==> src/rtl/load_store_unit_pkg.sv <==
// load_store_unit_pkg: funct3 encodings, FSM states and byte-lane helpers shared by the load/store unit.
package load_store_unit_pkg;
    localparam logic [2:0] LB  = 3'd0;
    localparam logic [2:0] LH  = 3'd1;
    localparam logic [2:0] LW  = 3'd2;
    localparam logic [2:0] LBU = 3'd4;
    localparam logic [2:0] LHU = 3'd5;
    localparam logic [2:0] SB  = 3'd0;
    localparam logic [2:0] SH  = 3'd1;
    localparam logic [2:0] SW  = 3'd2;

    typedef enum logic [1:0] {IDLE, REQ, WAIT} state_t;

    // Illegal width code or an address not aligned to the access size.
    function automatic logic access_bad(input logic store, input logic [2:0] f3, input logic [1:0] a);
        return (store ? f3 > SW : (f3 == 3'd3 || f3 > LHU)) ||
               (f3[1:0] == LH[1:0] && a[0]) || (f3[1:0] == LW[1:0] && a != 2'b00);
    endfunction

    function automatic logic [3:0] byte_en(input logic [2:0] f3, input logic [1:0] a);
        return f3[1:0] == SB[1:0] ? 4'b0001 << a : f3[1:0] == SH[1:0] ? 4'b0011 << a : 4'b1111;
    endfunction

    function automatic logic [31:0] lane_data(input logic [2:0] f3, input logic [31:0] d);
        return f3[1:0] == SB[1:0] ? {4{d[7:0]}} : f3[1:0] == SH[1:0] ? {2{d[15:0]}} : d;
    endfunction
endpackage

==> src/rtl/load_store_unit_load_align.sv <==
// load_store_unit_load_align: selects the addressed byte/half of a read word and sign/zero extends it.
module load_store_unit_load_align
    import load_store_unit_pkg::*;
(
    input  logic [31:0] rdata,
    input  logic [1:0]  a,
    input  logic [2:0]  funct3,
    output logic [31:0] data
);
    logic [15:0] sh;

    assign sh = 16'(rdata >> {a, 3'b000});

    always_comb
        data = funct3 == LB  ? {{24{sh[7]}}, sh[7:0]} :
               funct3 == LBU ? {24'b0, sh[7:0]} :
               funct3 == LH  ? {{16{sh[15]}}, sh} :
               funct3 == LHU ? {16'b0, sh} : rdata;
endmodule

==> src/rtl/load_store_unit.sv <==
// load_store_unit: memory stage driving a req/gnt/rvalid data port and formatting load data for writeback.
module load_store_unit
    import load_store_unit_pkg::*;
#(
    parameter int XLEN    = 32,
    parameter int TIMEOUT = 16
) (
    input  logic            clk,
    input  logic            rst_n,
    input  logic            ex_valid,
    input  logic            mem_read,
    input  logic            mem_write,
    input  logic [2:0]      funct3,
    input  logic [XLEN-1:0] addr,
    input  logic [XLEN-1:0] store_data,
    input  logic [4:0]      rd_in,
    output logic            lsu_stall,
    output logic            wb_valid,
    output logic [XLEN-1:0] wb_data,
    output logic [4:0]      wb_rd,
    output logic            misalign,
    output logic            bus_err,
    output logic            dmem_req,
    output logic            dmem_we,
    output logic [XLEN-1:0] dmem_addr,
    output logic [XLEN-1:0] dmem_wdata,
    output logic [3:0]      dmem_be,
    input  logic            dmem_gnt,
    input  logic            dmem_rvalid,
    input  logic [XLEN-1:0] dmem_rdata
);
    localparam int CW = $clog2(TIMEOUT);

    state_t          state;
    logic [CW-1:0]   cnt;
    logic            ld;
    logic [1:0]      a_lo;
    logic [2:0]      f3;
    logic [4:0]      rd;
    logic [XLEN-1:0] ld_data;
    logic            bad;
    logic            done;

    assign lsu_stall = state != IDLE;
    assign bad       = (mem_read & mem_write) | access_bad(mem_write, funct3, addr[1:0]);
    // A store finishes on its grant; a load only once its read data returns.
    assign done      = state == REQ ? dmem_gnt & ~ld : (state == WAIT) & dmem_rvalid;

    load_store_unit_load_align u_align (
        .rdata  (dmem_rdata),
        .a      (a_lo),
        .funct3 (f3),
        .data   (ld_data)
    );

    always_ff @(posedge clk or negedge rst_n) begin
        if (!rst_n) begin
            state      <= IDLE;
            cnt        <= '0;
            ld         <= 1'b0;
            a_lo       <= '0;
            f3         <= '0;
            rd         <= '0;
            wb_valid   <= 1'b0;
            wb_data    <= '0;
            wb_rd      <= '0;
            misalign   <= 1'b0;
            bus_err    <= 1'b0;
            dmem_req   <= 1'b0;
            dmem_we    <= 1'b0;
            dmem_addr  <= '0;
            dmem_wdata <= '0;
            dmem_be    <= '0;
        end else begin
            wb_valid <= 1'b0;
            misalign <= 1'b0;
            bus_err  <= 1'b0;
            if (state == IDLE) begin
                if (ex_valid && !(mem_read || mem_write)) begin
                    wb_valid <= 1'b1;
                    wb_data  <= addr;
                    wb_rd    <= rd_in;
                end else if (ex_valid && bad) begin
                    misalign <= 1'b1;
                end else if (ex_valid) begin
                    state      <= REQ;
                    cnt        <= '0;
                    ld         <= mem_read;
                    a_lo       <= addr[1:0];
                    f3         <= funct3;
                    rd         <= rd_in;
                    dmem_req   <= 1'b1;
                    dmem_we    <= mem_write;
                    dmem_addr  <= {addr[XLEN-1:2], 2'b00};
                    dmem_wdata <= lane_data(funct3, store_data);
                    dmem_be    <= byte_en(funct3, addr[1:0]);
                end
            end else if (done) begin
                state    <= IDLE;
                dmem_req <= 1'b0;
                wb_valid <= 1'b1;
                wb_data  <= ld ? ld_data : '0;
                wb_rd    <= ld ? rd : '0;
            end else if (cnt == CW'(TIMEOUT - 1)) begin
                state    <= IDLE;
                dmem_req <= 1'b0;
                bus_err  <= 1'b1;
            end else begin
                cnt <= cnt + 1'b1;
                if (state == REQ && dmem_gnt) begin
                    state    <= WAIT;
                    dmem_req <= 1'b0;
                end
            end
        end
    end
endmodule

==> config.mk <==
export PLATFORM = sky130hd
export DESIGN_NAME = load_store_unit
export DESIGN_NICKNAME = d
export VERILOG_FILES = /design/src/rtl/load_store_unit_pkg.sv /design/src/rtl/load_store_unit_load_align.sv /design/src/rtl/load_store_unit.sv
export SDC_FILE = /design/constraint.sdc
export NUM_CORES = 1
export LEC_CHECK = 0
export CAP_MARGIN = 15
export CORE_MARGIN = 1.5
export CORE_UTILIZATION = 45
export DETAILED_ROUTE_END_ITERATION = 12
export PLACE_DENSITY = 0.8
export SYNTH_ARGS = -nofsm -noshare
export SYNTH_HDL_FRONTEND = slang
export SYNTH_SLANG_ARGS = --single-unit
==> constraint.sdc <==
create_clock -name clk -period 4.25 [get_ports clk]
set_input_delay 0.6375 -clock clk [delete_from_list [all_inputs] [get_ports clk]]
set_output_delay 0.6375 -clock clk [all_outputs]
set_load 0.02 [all_outputs]
==> results.json <==
{
  "fmax_mhz": 341,
  "synth_flop_cell": "dfrtp_1",
  "ys_ff_latch": 124,
  "worst_slew_pin_slew_ns": 0.943,
  "initial_core_util_pct": 46.7,
  "port_buffers": 219,
  "seq_area_frac_synth_pct": 49.4,
  "grt_usage_pct": 26.7,
  "path_class": "reg -> out",
  "fin_skew_ns": 0.00435,
  "diodes": 0,
  "async_flop_share_pct": 100,
  "grt-ovfl-total": 0,
  "crit_required_ns": 3.61,
  "io_pins": 222,
  "ant_nets": 0,
  "cts.htree.levels": 4,
  "finalCritPeriodShare_pct": 69.1,
  "cts_sinks": 124,
  "synth-edff-count": 0,
  "cts_tree": "built",
  "grt_setup_unrepaired": "no",
  "clk_pin_slew_ns": 0.05,
  "worstSkewPairLatency_ns": 0.41,
  "vdd_drop_max_mv": 0.321,
  "cap_violations": 0,
  "yosysWarnings": 0,
  "route.met3.wl_um": 1940,
  "first_pass_iters": 5,
  "dpl.cell_count": 916,
  "fin_nets": 876,
  "drc_errors": 0,
  "dpl.hpwl_um": 13700,
  "dieArea_um2": 14700,
  "cp-start-kind": "flip-flop",
  "grt_pass1_vias": 5717,
  "coreArea_um2": 13500,
  "avgSynthCellArea_um2": 11.3,
  "min_period_ns": 2.94,
  "crit_fanout": 24,
  "hp-class": "in -> async",
  "die_y_um": 121,
  "final_layout_size_suffix_gt1_share_pct": 9.33,
  "cts_resized": 0,
  "clockBufferDepth": 2,
  "status": "finished clean",
  "vias_per_cell": 5.83,
  "critPathCaptureType": "output pin",
  "wl_met1_um": 7490,
  "final_common_cell": "clkdlybuf4s50_1",
  "die_x_um": 121,
  "grt_max_degree": 83,
  "postCtsSetupBuffers": 0,
  "setup_viol": 0,
  "cts_buffers": 17,
  "slew-limit-headroom_pct": 37.1,
  "layout_common_cells": "218 x clkdlybuf4s50_1, 124 x dfrtp_1, 75 x mux2_1",
  "place.gp.congestion": 0.854,
  "synth_cell_type_count": 57,
  "finalMaxSlewViolations": 0,
  "p_per_area_nw_per_um2": 533,
  "syn_area_um2": 6280,
  "cellLeakagePower_nw": 3.78,
  "routed-via-count": 5531,
  "areaGrowthSynthToFinish_pct": 44.1,
  "cts_hold_buf": 0,
  "ff2ff_path_depth": 5,
  "drtIter0Drc": 370,
  "highest_layer": "met4",
  "wl_um": 19200,
  "stdcell_count": 948,
  "arrival_ns": 2.30,
  "placementRows": 42,
  "routedWlPerCell_um": 20.2,
  "hold_viol": 0,
  "grt_pass1_wl_um": 30000,
  "setup-tns-final_ns": 0,
  "synth_cells": 558,
  "cts_root_buffer": "clkbuf_16",
  "antenna_found_initial": 0,
  "wl_met2_um": 9110,
  "fin_total_pwr_mw": 4.82
}
## cell usage after synthesis (12+ instances only)
| master | number | share of area [%] |
|---|---|---|
| dfrtp_1 | 124 | 49 |
| mux2_1 | 75 | 13 |
| nand2_1 | 51 | 3.0 |
| nand4_1 | 30 | 3.0 |
| o21ai_0 | 25 | 2.0 |
| a21oi_1 | 22 | 1.8 |
| mux2_2 | 19 | 3.4 |
| buf_2 | 18 | 1.4 |
| mux2i_1 | 18 | 2.9 |
| a31oi_1 | 13 | 1.3 |
| o21ai_1 | 13 | 1.0 |
| o221ai_1 | 12 | 1.7 |
## power breakdown
part / internal (mW) / switching [mW]
Combinational: 0.877 / 0.878
Clock: 0.798 / 0.507
Sequential: 1.50 / 0.255
## through the flow
stage | hold WS, ns | util (%) | area [um2] | setup slack [ns]
after floorplan | 0.342 | - | 6280 | 2.15
after global placement | 0.466 | 63.1 | 8490 | 1.14
after detailed placement | 0.474 | 63.1 | 8490 | 1.07
after CTS | 0.458 | 67.1 | 9020 | 1.30
after global routing | 0.260 | 67.2 | 9040 | 1.18
final | 0.227 | 67.2 | 9040 | 1.31
## flip-flops by register name, indices dropped and copies added (netlist names)
register / flops
dmem_wdata: 32
wb_data: 32
dmem_addr: 30
rd: 5
wb_rd: 5
cnt: 4
dmem_be: 4
f3: 3
a_lo: 2
state: 2
bus_err: 1
dmem_we: 1
ld: 1
misalign: 1
wb_valid: 1
## metal layers
| layer | track usage (%) | vias up |
|---|---|---|
| li1 | - | 2469 |
| met1 | 31.4 | 2702 |
| met2 | 43.4 | 307 |
| met3 | 9.96 | 53 |
| met4 | 12.1 | 0 |
| met5 | 0 | - |
## worst max-delay path: stages (launching register included)
cell             delay, ns
dfrtp_1               0.50
nor2_4                0.56
inv_2                 0.21
clkdlybuf4s50_1       0.61
## logic make-up (layout without fill, tap and decap cells)
kind of cell               after synthesis  in the layout  share of synthesized area (%)
AOI/OAI and AO/OA                      122            122                           13.0
adders and majority gates                5              5                          0.996
muxes                                  113            113                           20.1
buffers and inverters                   58            271                           5.08
DFF                                    124            124                           49.4
other                                    1              2                         0.0597
and+or+nand+nor                        135            135                           11.4
## final timing paths
check / startpoint / end / slack [ns]
worst min register to register: dmem_addr[20] / dmem_addr[20] / 0.48
max in group asynchronous: rst_n / wb_data[4] / 3.29
worst min-delay path: rst_n / dmem_addr[28] / 0.23
worst max register to register: state[0] / rd[1] / 1.57
min in group clk: dmem_addr[20] / dmem_addr[20] / 0.48
worst max-delay path: state[0] / lsu_stall / 1.31
## cell type report
class                   instances  area [um2]
fillers                       999        4410
flip-flops and latches        124        3100
multi-input cells             377        2870
repair buffers                229        2280
clock buffers                  24         492
well taps                     176         220
inverters                      11        41.3
clock inverters                 7        40.0
Note: power is estimated with default switching activity, not from simulation.
